### src/rtl/fft_pkg.sv
// Shared helpers for the streaming FFT stages: complex packing (real in MSBs),
// round-half-up with saturation, and a constant clog2.
`define FFT_CRE(v, w) v[2*(w)-1:(w)]
`define FFT_CIM(v, w) v[(w)-1:0]
`define FFT_CPACK(re, im) {re, im}

package fft_pkg;

  localparam int unsigned FFT_ACC_BITS = 64;

  function automatic int unsigned fft_clog2(input int unsigned v);
    int unsigned r;
    r = 0;
    for (int unsigned i = 0; i < 31; i++) begin
      if ((32'd1 << i) < v) r = i + 32'd1;
    end
    return r;
  endfunction

  // Round half-up by frac bits, then clip to a signed width-bit range.
  function automatic logic signed [FFT_ACC_BITS-1:0] fft_round_sat(
    input  logic signed [FFT_ACC_BITS-1:0] x,
    input  int unsigned                    width,
    input  int unsigned                    frac,
    output logic                           sat
  );
    logic signed [FFT_ACC_BITS-1:0] r;
    logic signed [FFT_ACC_BITS-1:0] hi;
    logic signed [FFT_ACC_BITS-1:0] lo;
    if (frac == 32'd0) r = x;
    else               r = (x + (64'sd1 <<< (frac - 32'd1))) >>> frac;
    hi  = (64'sd1 <<< (width - 32'd1)) - 64'sd1;
    lo  = -(64'sd1 <<< (width - 32'd1));
    sat = 1'b0;
    if (r > hi) begin
      r   = hi;
      sat = 1'b1;
    end else if (r < lo) begin
      r   = lo;
      sat = 1'b1;
    end
    return r;
  endfunction

endpackage

### src/rtl/fft_cmul_rs.sv
// Complex multiply a*w with exact products, round-half-up and saturation to the
// width of a. Purely combinational so later stages can drop it into their datapath.
module fft_cmul_rs
  import fft_pkg::*;
#(
  parameter int unsigned P_A_BITS  = 9,
  parameter int unsigned P_TW_BITS = 8,
  parameter int unsigned P_TW_FRAC = 6
) (
  input  logic [2*P_A_BITS-1:0]  i_a,
  input  logic [2*P_TW_BITS-1:0] i_w,
  output logic [2*P_A_BITS-1:0]  o_y_c,
  output logic                   o_sat_c
);

  logic signed [P_A_BITS-1:0]     ar, ai;
  logic signed [P_TW_BITS-1:0]    wr, wi;
  logic signed [FFT_ACC_BITS-1:0] pr, pi, yr, yi;
  logic                           sr, si;

  always_comb begin
    ar = `FFT_CRE(i_a, P_A_BITS);
    ai = `FFT_CIM(i_a, P_A_BITS);
    wr = `FFT_CRE(i_w, P_TW_BITS);
    wi = `FFT_CIM(i_w, P_TW_BITS);
    pr = FFT_ACC_BITS'(ar) * FFT_ACC_BITS'(wr) - FFT_ACC_BITS'(ai) * FFT_ACC_BITS'(wi);
    pi = FFT_ACC_BITS'(ar) * FFT_ACC_BITS'(wi) + FFT_ACC_BITS'(ai) * FFT_ACC_BITS'(wr);
    yr = fft_round_sat(pr, P_A_BITS, P_TW_FRAC, sr);
    yi = fft_round_sat(pi, P_A_BITS, P_TW_FRAC, si);
    o_y_c   = `FFT_CPACK(P_A_BITS'(yr), P_A_BITS'(yi));
    o_sat_c = sr | si;
  end

endmodule

### src/rtl/fft_sdf_r2_stage.sv
// Radix-2 DIF single-path delay-feedback FFT stage: span D delay line, sums out
// in the second half-frame, twiddled differences flushed by the next frame.
module fft_sdf_r2_stage
  import fft_pkg::*;
#(
  parameter int unsigned P_DATA_BITS = 8,
  parameter int unsigned P_TW_BITS   = 8,
  parameter int unsigned P_TW_FRAC   = 6,
  parameter int unsigned P_DELAY     = 16,
  localparam int unsigned AW = (fft_clog2(P_DELAY) > 0) ? fft_clog2(P_DELAY) : 1,
  localparam int unsigned DW = P_DATA_BITS + 1
) (
  input  logic                     CLK,
  input  logic                     RST,
  input  logic                     i_valid,
  input  logic                     i_sof,
  input  logic [2*P_DATA_BITS-1:0] i_data,
  input  logic [2*P_TW_BITS-1:0]   i_tw,
  output logic [AW-1:0]            o_tw_addr,
  output logic                     o_valid,
  output logic                     o_sof,
  output logic                     o_half,
  output logic [2*DW-1:0]          o_data,
  output logic                     o_sat,
  output logic                     o_err
);

  localparam int unsigned CW = fft_clog2(P_DELAY) + 1;

  logic [CW-1:0]   cnt_q, cnt_d, cnt_eff;
  logic            diff_ok_q, diff_ok_d, dok, err_c, phase_b;
  logic            valid_q, valid_d, sof_q, sof_d, half_q, half_d;
  logic            sat_q, sat_d, err_q, err_d;
  logic [2*DW-1:0] data_q, data_d;
  logic [2*DW-1:0] head, push_d, x_ext, sum_c, dif_c, mul_y;
  logic            mul_sat;
  logic signed [P_DATA_BITS-1:0] xr, xi;
  logic signed [DW-1:0]          xre, xie, hr, hi;

  // Delay line: the head is always the entry pushed D accepted samples ago.
  generate
    if (P_DELAY == 1) begin : g_reg
      logic [2*DW-1:0] line_q;
      always_ff @(posedge CLK) begin
        if (i_valid) line_q <= push_d;
      end
      assign head      = line_q;
      assign o_tw_addr = '0;
    end else begin : g_ram
      logic [2*DW-1:0] mem_q [P_DELAY];
      logic [AW-1:0]   ptr_q;
      always_ff @(posedge CLK or negedge RST) begin
        if (!RST)         ptr_q <= '0;
        else if (i_valid) ptr_q <= ptr_q + AW'(1);
      end
      always_ff @(posedge CLK) begin
        if (i_valid) mem_q[ptr_q] <= push_d;
      end
      assign head      = mem_q[ptr_q];
      assign o_tw_addr = cnt_q[AW-1:0];
    end
  endgenerate

  fft_cmul_rs #(
    .P_A_BITS  (DW),
    .P_TW_BITS (P_TW_BITS),
    .P_TW_FRAC (P_TW_FRAC)
  ) u_cmul (
    .i_a     (head),
    .i_w     (i_tw),
    .o_y_c   (mul_y),
    .o_sat_c (mul_sat)
  );

  always_comb begin
    xr    = `FFT_CRE(i_data, P_DATA_BITS);
    xi    = `FFT_CIM(i_data, P_DATA_BITS);
    xre   = DW'(xr);
    xie   = DW'(xi);
    hr    = `FFT_CRE(head, DW);
    hi    = `FFT_CIM(head, DW);
    x_ext = `FFT_CPACK(xre, xie);
    sum_c = `FFT_CPACK(hr + xre, hi + xie);
    dif_c = `FFT_CPACK(hr - xre, hi - xie);
  end

  always_comb begin
    cnt_eff   = i_sof ? '0 : cnt_q;
    err_c     = i_sof && (cnt_q != '0);
    dok       = diff_ok_q && !err_c;
    phase_b   = cnt_eff[CW-1];
    cnt_d     = cnt_q;
    diff_ok_d = diff_ok_q;
    push_d    = x_ext;
    valid_d   = 1'b0;
    sof_d     = 1'b0;
    err_d     = 1'b0;
    half_d    = half_q;
    sat_d     = sat_q;
    data_d    = data_q;
    if (i_valid) begin
      cnt_d     = cnt_eff + CW'(1);
      diff_ok_d = dok || (cnt_eff == '1);
      err_d     = err_c;
      if (phase_b) begin
        push_d  = dif_c;
        valid_d = 1'b1;
        half_d  = 1'b0;
        sat_d   = 1'b0;
        data_d  = sum_c;
        sof_d   = (cnt_eff == CW'(P_DELAY));
      end else if (dok) begin
        valid_d = 1'b1;
        half_d  = 1'b1;
        sat_d   = mul_sat;
        data_d  = mul_y;
      end
    end
  end

  always_ff @(posedge CLK or negedge RST) begin
    if (!RST) begin
      cnt_q     <= '0;
      diff_ok_q <= 1'b0;
      valid_q   <= 1'b0;
      sof_q     <= 1'b0;
      half_q    <= 1'b0;
      sat_q     <= 1'b0;
      err_q     <= 1'b0;
      data_q    <= '0;
    end else begin
      cnt_q     <= cnt_d;
      diff_ok_q <= diff_ok_d;
      valid_q   <= valid_d;
      sof_q     <= sof_d;
      half_q    <= half_d;
      sat_q     <= sat_d;
      err_q     <= err_d;
      data_q    <= data_d;
    end
  end

  assign o_valid = valid_q;
  assign o_sof   = sof_q;
  assign o_half  = half_q;
  assign o_sat   = sat_q;
  assign o_err   = err_q;
  assign o_data  = data_q;

endmodule

### config.mk
export PLATFORM = sky130hd
export DESIGN_NAME = fft_sdf_r2_stage
export DESIGN_NICKNAME = d
export VERILOG_FILES = /design/src/rtl/fft_pkg.sv /design/src/rtl/fft_cmul_rs.sv /design/src/rtl/fft_sdf_r2_stage.sv
export SDC_FILE = /design/constraint.sdc
export NUM_CORES = 1
export LEC_CHECK = 0
export BUFFER_PORTS_ARGS = -buffer_cell sky130_fd_sc_hd__buf_4
export CAP_MARGIN = 20
export CORE_MARGIN = 3
export CORE_UTILIZATION = 55
export DETAILED_ROUTE_END_ITERATION = 12
export PLACE_DENSITY_LB_ADDON = 0.12
export SYNTH_ARGS = -nofsm -noshare
export SYNTH_HDL_FRONTEND = slang
export SYNTH_HIERARCHICAL = 1
export SYNTH_SLANG_ARGS = --single-unit
### constraint.sdc
create_clock -name CLK -period 14.54 [get_ports CLK]
set_input_delay 0 -clock CLK [delete_from_list [all_inputs] [get_ports CLK]]
set_output_delay 0 -clock CLK [all_outputs]
set_load 0.05 [all_outputs]
==> impl_metrics.json <==
{
  "outcome": "complete, no violations",
  "area_growth_pct": 7.847,
  "cts_tree": "yes",
  "htreeDepth": 1,
  "drv_slew": 0,
  "grt_max_degree": 50,
  "nets": 3040,
  "syn_area_per_cell_um2": 11.46,
  "min_period_ns": 12.51,
  "wl_per_cell_um": 20.06,
  "min_to": "o_data[16]",
  "core_area_um2": 50270,
  "antenna_found_initial": 0,
  "final.setup.worst_slack_ns": 2.029,
  "num_io_pins": 63,
  "clock-sinks": 321,
  "grt_use_total_pct": 24.60,
  "clock_latency_ns": 0.55,
  "place_congestion": 0.8867,
  "drtAntennaViolNets": 0,
  "r2r-end": "o_data[3]",
  "seq_area_frac_synth_pct": 33.80,
  "tightest_slew_ns": 0.8912,
  "skew_ns": 0.009208,
  "drc": 0,
  "hold_viol_final": 0,
  "mostFrequentLayoutCell": "inv_1",
  "synth_ff_type": "edfxtp_1",
  "required_ns": 14.98,
  "syn_inst": 2445,
  "start_kind": "register",
  "drt-total-wl_um": 64030,
  "clockRootBuffer": "clkbuf_16",
  "critPathMaxFanout": 47,
  "rsz0062_at_grt": "no",
  "synth_area_um2": 28030,
  "regToRegSetupSlack_ns": 2.03,
  "clk_pin_slew_ns": 0.07,
  "hold_depth": 5,
  "dieWidth_um": 231.8,
  "vias_per_cell": 5.784,
  "post-place-ws_ns": 2.024,
  "synth-seq-cells": 321,
  "grt_first_pass_wirelength_um": 103600,
  "setup_tns_ns": 0,
  "ys_warn_count": 6,
  "drive_gt1_share_pct": 9.607,
  "maxCapViolCount": 0,
  "die_h_um": 231.8,
  "r2r-start": "g_ram.ptr_q[0]",
  "dr.pass1.iters": 5,
  "dp_hpwl_um": 46920,
  "final_cell_mix": "387 x inv_1, 288 x edfxtp_1, 257 x ha_1, 248 x fa_1, 171 x and2_1",
  "max_stage_delay_ns": 1.00,
  "cp.arrival_ns": 12.95,
  "start_util_pct": 55.76,
  "vias": 18460,
  "ctsResizeCount": 0,
  "min_period_over_period_pct": 86.04,
  "numCtsBuffers": 29,
  "slew_headroom_pct": 40.59,
  "synth-edff-count": 288,
  "setup_violations": 0,
  "synth_cell_types": 84,
  "ys_async_sr_fraction_pct": 10.28,
  "hold_class": "primary input to register",
  "r2r_cells": 37,
  "path_common_cell": "ha_1",
  "crit_type": "register to register",
  "cp-end-kind": "register",
  "overflow": 0,
  "num_rows": 82,
  "die-area_um2": 53710,
  "fmax_mhz": 79.93,
  "io_buffer_count": 62,
  "syn-num-nets": 2986,
  "grt_pass1_vias": 19250,
  "hold_start": "i_data[13]",
  "first_iter_violations": 1190,
  "slowest_stage": "dfrtp_4",
  "clk_path_buf_depth": 3
}
==> critical path: cells and delay by family (launching register included) <==
family / cells / cell delay, ns
AND/OR/NAND/NOR: 11 / 2.80
adder cells (fa/ha/maj): 8 / 3.07
multiplexers: 2 / 1.36
AO/OA/AOI/OAI: 12 / 3.18
XOR/XNOR: 1 / 0.17
flip-flops: 1 / 1.00
buffers and inverters: 3 / 0.72
==> registers in the layout (all words and copies together), names as in the netlist <==
signal / flops
g_ram.mem_q: 288
o_data: 18
cnt_q: 5
g_ram.ptr_q: 4
diff_ok_q: 1
o_err: 1
o_half: 1
o_sat: 1
o_sof: 1
o_valid: 1
==> Yosys cell counts, types with 24 or more instances <==
library cell  count  area share [%]
inv_1           387             5.2
edfxtp_1        288              31
ha_1            257              11
fa_1            248              18
and2_1          171             3.8
nand2_1         160             2.1
nor2_1           98             1.3
a21oi_1          94             1.7
xnor2_1          92             2.9
mux4_2           65             5.2
o21ai_0          58             1.0
clkbuf_1         56            0.75
dfrtp_1          33             2.9
nand4_1          28            0.62
nand3_1          27            0.48
o211ai_1         27            0.72
nor4_1           25            0.56
xor2_1           24            0.75
==> stage by stage <==
step           hold WS (ns)  cell area [um^2]  util [%]  instances
6_report            0.04661             30230     60.13       3192
5_1_grt             0.03198             30230     60.13       3191
4_1_cts             0.01362             30180     60.04       3185
3_5_place_dp      -0.006857             29180     58.04       3121
3_3_place_gp      -0.003095             29180     58.04       3121
2_1_floorplan       -0.2956             28030         -       2445
==> how the worst max path moves through the flow <==
stage	start	endpoint	slack, ns	cells past startpoint
floorplan	g_ram.ptr_q[0]	o_data[3]	3.82	42
global placement	g_ram.ptr_q[0]	o_data[4]	2.35	37
detailed placement	g_ram.ptr_q[0]	o_data[3]	2.02	37
CTS	g_ram.ptr_q[0]	o_data[3]	2.01	37
global route	g_ram.ptr_q[0]	o_data[3]	1.09	37
finish	g_ram.ptr_q[0]	o_data[3]	2.03	37
==> final cells by class <==
type / count / area [um^2]
Timing Repair Buffer: 110 / 868.3
Clock buffer: 31 / 733.2
Fill cell: 4094 / 20040
Multi-Input combinational cell: 1648 / 16720
Tap cell: 672 / 840.8
Sequential cell: 321 / 9479
Clock inverter: 20 / 128.9
Antenna cell: 1 / 2.502
Inverter: 389 / 1460
==> kinds of logic after synthesis <==
group | share of synthesized area (%)
flip-flops | 33.80
XOR/XNOR | 3.763
buffers and inverters | 6.856
AND/OR/NAND/NOR | 11.27
multiplexers | 7.579
AO/OA/AOI/OAI | 7.548
adder cells (fa/ha/maj) | 29.18
==> metal layers <==
metal | routed length [um] | GRT usage, % | vias up
met5 | 0 | 0 | -
met3 | 2924 | 2.441 | 84
met4 | 1874 | 6.875 | 0
li1 | - | - | 8542
met1 | 27400 | 33.28 | 9364
met2 | 31840 | 42.65 | 472
==> what timing repair did <==
item / in CTS / in global routing
hold buffers: 13 / 0
buffers inserted: 0 / 0
hold endpoints to repair: 98 / 0
Power is not shown: default switching activity piles up to over one toggle a cycle in this logic, so the estimate is an artifact.
